$ cat src/rtl/lsu_ext_mem_if.sv
// rtl/lsu_ext_mem_if.sv - single-outstanding load/store bridge from core LSU to external data memory
//
// Accepts one core access at a time. A legal, aligned request is issued to memory in the same
// cycle it is presented in IDLE. The size/offset is turned into byte enables and lane-replicated
// write data. The core is then stalled until mem_ready_i. On completion the loaded sub-word is
// extracted and sign/zero extended. Misaligned or illegal requests and memory timeouts raise
// access_fault_o for exactly one cycle.
//
// Ports:
//   clk_i, rst_ni         clock, synchronous active-low reset (all outputs forced low while low)
//   core_req_i            core request (sampled only in IDLE)
//   core_we_i             1=store, 0=load
//   core_size_i           funct3 size code: 0=B 1=H 2=W 4=BU 5=HU, 3/6/7 illegal
//   core_addr_i           byte address
//   core_wd_i             store data, LSBs significant
//   core_rd_o             extended load data, nonzero only in the load-completion cycle
//   core_stall_o          hold core pipeline
//   access_fault_o        one-cycle fault pulse (misaligned, illegal size, timeout)
//   mem_req_o             memory request, single cycle
//   mem_we_o              memory write enable
//   mem_be_o              byte enables
//   mem_addr_o            byte address to memory (core address passed through)
//   mem_wd_o              lane-replicated write data
//   mem_rd_i              memory read data, valid with mem_ready_i
//   mem_ready_i           memory completion

module lsu_ext_mem_if #(
  parameter int TIMEOUT_CYCLES = 16
) (
  input  logic        clk_i,
  input  logic        rst_ni,
  input  logic        core_req_i,
  input  logic        core_we_i,
  input  logic [2:0]  core_size_i,
  input  logic [31:0] core_addr_i,
  input  logic [31:0] core_wd_i,
  output logic [31:0] core_rd_o,
  output logic        core_stall_o,
  output logic        access_fault_o,
  output logic        mem_req_o,
  output logic        mem_we_o,
  output logic [3:0]  mem_be_o,
  output logic [31:0] mem_addr_o,
  output logic [31:0] mem_wd_o,
  input  logic [31:0] mem_rd_i,
  input  logic        mem_ready_i
);

  localparam int CW = $clog2(TIMEOUT_CYCLES + 1);

  typedef enum logic {
    IDLE   = 1'b0,
    ACCESS = 1'b1
  } state_t;

  state_t        state_q, state_d;
  logic [2:0]    size_q;
  logic [1:0]    off_q;
  logic          we_q;
  logic [CW-1:0] cnt_q;

  // Request decode
  logic          size_legal;
  logic          misaligned;
  logic          req_ok;
  logic          req_bad;
  logic          timeout_hit;

  // Encoded request and extracted load data
  logic [3:0]    be_enc;
  logic [31:0]   wd_enc;
  logic [7:0]    rd_byte;
  logic [15:0]   rd_half;
  logic [31:0]   rd_ext;

  always_comb begin
    size_legal = 1'b0;
    case (core_size_i)
      3'd0, 3'd1, 3'd2, 3'd4, 3'd5: size_legal = 1'b1;
      default:                      size_legal = 1'b0;
    endcase
  end

  // H and HU share size[1:0]=01; W is the only legal code with size[1:0]=10.
  assign misaligned = ((core_size_i[1:0] == 2'b01) && core_addr_i[0]) ||
                      ((core_size_i[1:0] == 2'b10) && (core_addr_i[1:0] != 2'b00));

  assign req_ok      = core_req_i && size_legal && !misaligned;
  assign req_bad     = core_req_i && !(size_legal && !misaligned);
  assign timeout_hit = (cnt_q == CW'(TIMEOUT_CYCLES - 1));

  // Byte-enable and write-data replication from the live core request.
  always_comb begin
    be_enc = 4'b1111;
    wd_enc = core_wd_i;
    case (core_size_i[1:0])
      2'b00: begin
        be_enc = 4'b0001 << core_addr_i[1:0];
        wd_enc = {4{core_wd_i[7:0]}};
      end
      2'b01: begin
        be_enc = 4'b0011 << core_addr_i[1:0];
        wd_enc = {2{core_wd_i[15:0]}};
      end
      default: begin
        be_enc = 4'b1111;
        wd_enc = core_wd_i;
      end
    endcase
  end

  // Sub-word extraction uses the offset and size captured at issue time.
  assign rd_byte = mem_rd_i[{off_q, 3'b000} +: 8];
  assign rd_half = mem_rd_i[{off_q[1], 4'b0000} +: 16];

  always_comb begin
    rd_ext = mem_rd_i;
    case (size_q)
      3'd0:    rd_ext = {{24{rd_byte[7]}}, rd_byte};
      3'd4:    rd_ext = {24'h000000, rd_byte};
      3'd1:    rd_ext = {{16{rd_half[15]}}, rd_half};
      3'd5:    rd_ext = {16'h0000, rd_half};
      default: rd_ext = mem_rd_i;
    endcase
  end

  // State register and access context
  always_ff @(posedge clk_i) begin
    if (!rst_ni) begin
      state_q <= IDLE;
      size_q  <= 3'd0;
      off_q   <= 2'd0;
      we_q    <= 1'b0;
      cnt_q   <= '0;
    end else begin
      state_q <= state_d;
      if (state_q == IDLE) begin
        if (req_ok) begin
          size_q <= core_size_i;
          off_q  <= core_addr_i[1:0];
          we_q   <= core_we_i;
          cnt_q  <= '0;
        end
      end else if (!mem_ready_i) begin
        cnt_q <= cnt_q + 1'b1;
      end
    end
  end

  // Next-state logic
  always_comb begin
    state_d = state_q;
    case (state_q)
      IDLE:    if (req_ok) state_d = ACCESS;
      ACCESS:  if (mem_ready_i || timeout_hit) state_d = IDLE;
      default: state_d = IDLE;
    endcase
  end

  // Output logic; everything is held low while reset is asserted.
  always_comb begin
    core_rd_o      = 32'h0;
    core_stall_o   = 1'b0;
    access_fault_o = 1'b0;
    mem_req_o      = 1'b0;
    mem_we_o       = 1'b0;
    mem_be_o       = 4'b0000;
    mem_addr_o     = 32'h0;
    mem_wd_o       = 32'h0;
    if (rst_ni) begin
      case (state_q)
        IDLE: begin
          if (req_ok) begin
            mem_req_o    = 1'b1;
            mem_we_o     = core_we_i;
            mem_be_o     = be_enc;
            mem_addr_o   = core_addr_i;
            mem_wd_o     = wd_enc;
            core_stall_o = 1'b1;
          end else if (req_bad) begin
            access_fault_o = 1'b1;
          end
        end
        ACCESS: begin
          // Ready takes priority over a timeout landing in the same cycle.
          if (mem_ready_i) begin
            if (!we_q) core_rd_o = rd_ext;
          end else if (timeout_hit) begin
            access_fault_o = 1'b1;
          end else begin
            core_stall_o = 1'b1;
          end
        end
        default: ;
      endcase
    end
  end

endmodule

$ cat config.mk
export PLATFORM = sky130hd
export DESIGN_NAME = lsu_ext_mem_if
export DESIGN_NICKNAME = d
export VERILOG_FILES = /design/src/rtl/lsu_ext_mem_if.sv
export SDC_FILE = /design/constraint.sdc
export NUM_CORES = 1
export LEC_CHECK = 0
export CAP_MARGIN = 20
export CORE_UTILIZATION = 32
export CTS_CLUSTER_DIAMETER = 60
export DETAILED_ROUTE_END_ITERATION = 6
export PLACE_DENSITY_LB_ADDON = 0.3
export SLEW_MARGIN = 30
export SYNTH_ARGS = -nofsm -noshare
export SYNTH_HDL_FRONTEND = slang
export SYNTH_SLANG_ARGS = --single-unit
$ cat constraint.sdc
create_clock -name clk_i -period 3.5 [get_ports clk_i]
set_clock_uncertainty 0.05 [all_clocks]
set_input_delay 0.35 -clock clk_i [delete_from_list [all_inputs] [get_ports clk_i]]
set_output_delay 0.35 -clock clk_i [all_outputs]
set_load 0.02 [all_outputs]
==> out/qor.yml <==
route:
  drt-vias-per-instance: 5.03
  vias: 2912
  dr.first_iter.drc_count: 106
  routed_wl_mm: 8.64
  drt_first_pass_iters: 4
  detail-route-antenna-nets: 0
  avgRoutedWirePerCell_um: 14.9
  route.detailed.drc: 0
clocking:
  cts_tree: "yes"
  cts.hold.buffers_added: 0
  cts_buffers: 3
  post_cts_setup_repair_buffer_count: 0
  cts_repair_resize_count: 0
  cts_root_buf: "clkbuf_8"
  ctsHtreeMaxLevel: 1
  path_clk_slew_ps: 50
  clock_latency_at_the_later_pin_of_the_worst_skew_pair_ps: 240
  tritoncts_num_sinks: 12
  cts_max_path_buffers: 2
critical_path:
  cp_max_fo: 42
  critical_path.reg2reg.startpoint: "state_q$_SDFF_PN0_"
  critPathArrivalTime_ps: 2670
  worst-setup-path-type: "input port to output port"
  setup.worst_path.start_class: "input port"
  startpoint: "core_addr_i[0]"
  critical_path_required_ps: 3100
  worstSetupEndpointType: "output port"
synth:
  synth_top_area_share_pct: 13.5
  netlist_top_cells_area: "and2_1, dfxtp_1, nand2_1"
  predominant_post_synthesis_flop_cell: "dfxtp_1"
  syn-mean-instance-area_sq_um: 6.43
  yosys_top_cell_by_area: "and2_1"
  number_of_enable_flip_flop_cells_after_synthesis: 0
  mapped_area_sq_um: 1990
  yosys_register_bits: 12
  synth_cell_types: 43
  seq_area_frac_synth_pct: 12.1
  synthArstFlopShare_pct: 0
  synthCells: 309
  ys.warnings.count: 0
  synth.net_count: 415
finish:
  drive_above_1_share_pct: 6.94
  synthToLayoutAreaGrowth_pct: 109
  antennaDiodeCount: 0
  multiInputGateArea_sq_um: 1580
  seq_area_sq_um: 240
  fillerInstances: 511
  final_nets: 611
timing:
  worst_slew_margin_rel_pct: 64.7
  report.final.slew_viol_count: 0
  share_of_the_cycle_needed_by_the_critical_path_after_routing_pct: 87.9
  timing.setup.tns_ps: 0
  rsz0062_at_grt: "no"
  fmax_ghz: 0.325
  worstMarginPinSlew_ps: 528
  setup_slack_ps: 425
  final_hold_viol_count: 0
  setup_failing_eps_final: 0
  min_period_ps: 3070
floorplan:
  core_area_sq_um: 5960
  fp.dieArea_sq_um: 6520
  start_util_pct: 33.3
  die-width_um: 80.8
  placement_rows: 28
  fp.dieH_um: 80.8
  num_io_pins: 208
placement:
  post-place-ws_ps: 394
  hpwl_mm: 7.05
  io_buffers: 207
  gpl.final_weighted_congestion: 0.829
power_and_ir_drop:
  largest_vdd_supply_drop_uv: 112
  power-per-cell-area_nw_per_um2: 157
  p_leak_nw: 1.63
global_routing:
  first_pass_grt_wire_length_mm: 12.7
  overflow: 0
  vias_in_the_first_global_route: 2635
  initial_antenna_violation_count: 0
  globalRouteTotalUtil_pct: 24.8
  grt_max_degree: 43
run_status:
  outcome: "completed"
min_path:
  hold_class: "register to register"
  hold_path.startpoint: "size_q[2]$_SDFFE_PN0P_"
flow_run:
  drv.max_cap_violation_count: 0
-- worst max-delay path, cell delays in order --
cell	delay, ps
clkdlybuf4s50_1	540
nor4_4	410
o211ai_2	130
inv_2	390
and2_1	210
clkdlybuf4s50_1	640
-- final timing paths --
path / to / slack, ps / depth (start not counted)
hold / removal: size_q[2]$_SDFFE_PN0P_ / 420 / 2
setup reg to reg: off_q[0]$_SDFFE_PN0P_ / 1950 / 6
hold reg to reg: size_q[2]$_SDFFE_PN0P_ / 420 / 2
setup / recovery: mem_addr_o[28] / 430 / 6
-- synth_stat cells, types with 2 or more instances --
cell       n
a31o_2     3
nor2b_1    4
and3_1     3
dfxtp_1   12
mux2i_1   18
a21oi_1   38
o21ai_0   15
nand2_1   61
or2_2      2
buf_2     11
mux2_2     8
clkbuf_1   8
nand2b_1   2
nand4_1    2
o22ai_1    7
o221ai_1   7
inv_1      4
nand3_1    4
ha_1       2
and2_1    43
nor2_1    29
o21a_1     2
buf_6      3
buf_1      2
-- through the flow --
| stage | instances | hold WS [ps] | area, sq um | util [%] | total power (W) |
|---|---|---|---|---|---|
| 6_report | 579 | 422 | 4140 | 69.6 | 0.000652 |
| 5_1_grt | 579 | 440 | 4140 | 69.6 | 0.000687 |
| 4_1_cts | 579 | 423 | 4140 | 69.6 | 0.000657 |
| 3_5_place_dp | 575 | 414 | 4090 | 68.6 | 0.000502 |
| 3_3_place_gp | 575 | 405 | 4090 | 68.6 | 0.000497 |
| 2_1_floorplan | 309 | 394 | 1990 | - | 0.000298 |
-- report_power, final --
group | internal [W] | leakage (nW) | switching, W
Combinational | 0.000202 | 1.50 | 0.000152
Sequential | 0.000141 | 0.0973 | 0.00000507
Clock | 0.0000995 | 0.0288 | 0.0000530
-- final cells by class --
class,count,area share (%)
sequential,12,5.80
tap,75,2.27
timing repair buffer,217,51.8
clock buffer,4,1.33
multi-input combinational,265,38.2
inverter,6,0.544
-- per-layer routing --
| layer | vias to the layer above | GRT usage [%] | share of wire [%] |
|---|---|---|---|
| li1 | 1458 | - | - |
| met1 | 1311 | 25.6 | 37 |
| met2 | 132 | 48.0 | 52 |
| met3 | 11 | 7.08 | 9.6 |
| met4 | 0 | 7.50 | 1.6 |
| met5 | - | 0 | 0 |
-- layout by cell type (no fill, tap or decap), drive strengths merged --
| master | instances |
|---|---|
| a21oi | 38 |
| a22oi | 1 |
| a311oi | 1 |
| a31o | 3 |
| a31oi | 1 |
| and2 | 44 |
| and3 | 3 |
| and4b | 1 |
| buf | 10 |
| clkbuf | 4 |
| clkdlybuf4s50 | 207 |
| clkinv | 1 |
| dfxtp | 12 |
| ha | 2 |
| inv | 5 |
| mux2 | 8 |
| mux2i | 18 |
| nand2 | 61 |
| nand2b | 2 |
| nand3 | 4 |
| nand4 | 2 |
| nor2 | 29 |
| nor2b | 4 |
| nor4 | 1 |
| o2111a | 1 |
| o2111ai | 1 |
| o211ai | 1 |
| o21a | 2 |
| o21ai | 15 |
| o21bai | 1 |
| o221a | 1 |
| o221ai | 7 |
| o22ai | 8 |
| or2 | 2 |
| or3 | 1 |
| or3b | 1 |
| xnor2 | 1 |
-- sequential cells by signal, summed over array words and instances (netlist names) --
| register | flops |
|---|---|
| cnt_q | 5 |
| off_q | 2 |
| size_q | 3 |
| state_q | 1 |
| we_q | 1 |
-- cell families (layout without fill, tap and decap cells) --
group	count (synthesis)	count (layout)	synth area share [%]
AOI/OAI and AO/OA	81	81	26.0
xor gates and xnor gates	1	1	0.441
adders and majority gates	2	2	1.26
buffers and inverters	32	227	8.13
DFF	12	12	12.1
muxes	26	26	13.6
and+or+nand+nor	155	155	38.5
(Power assumes the default switching activity.)
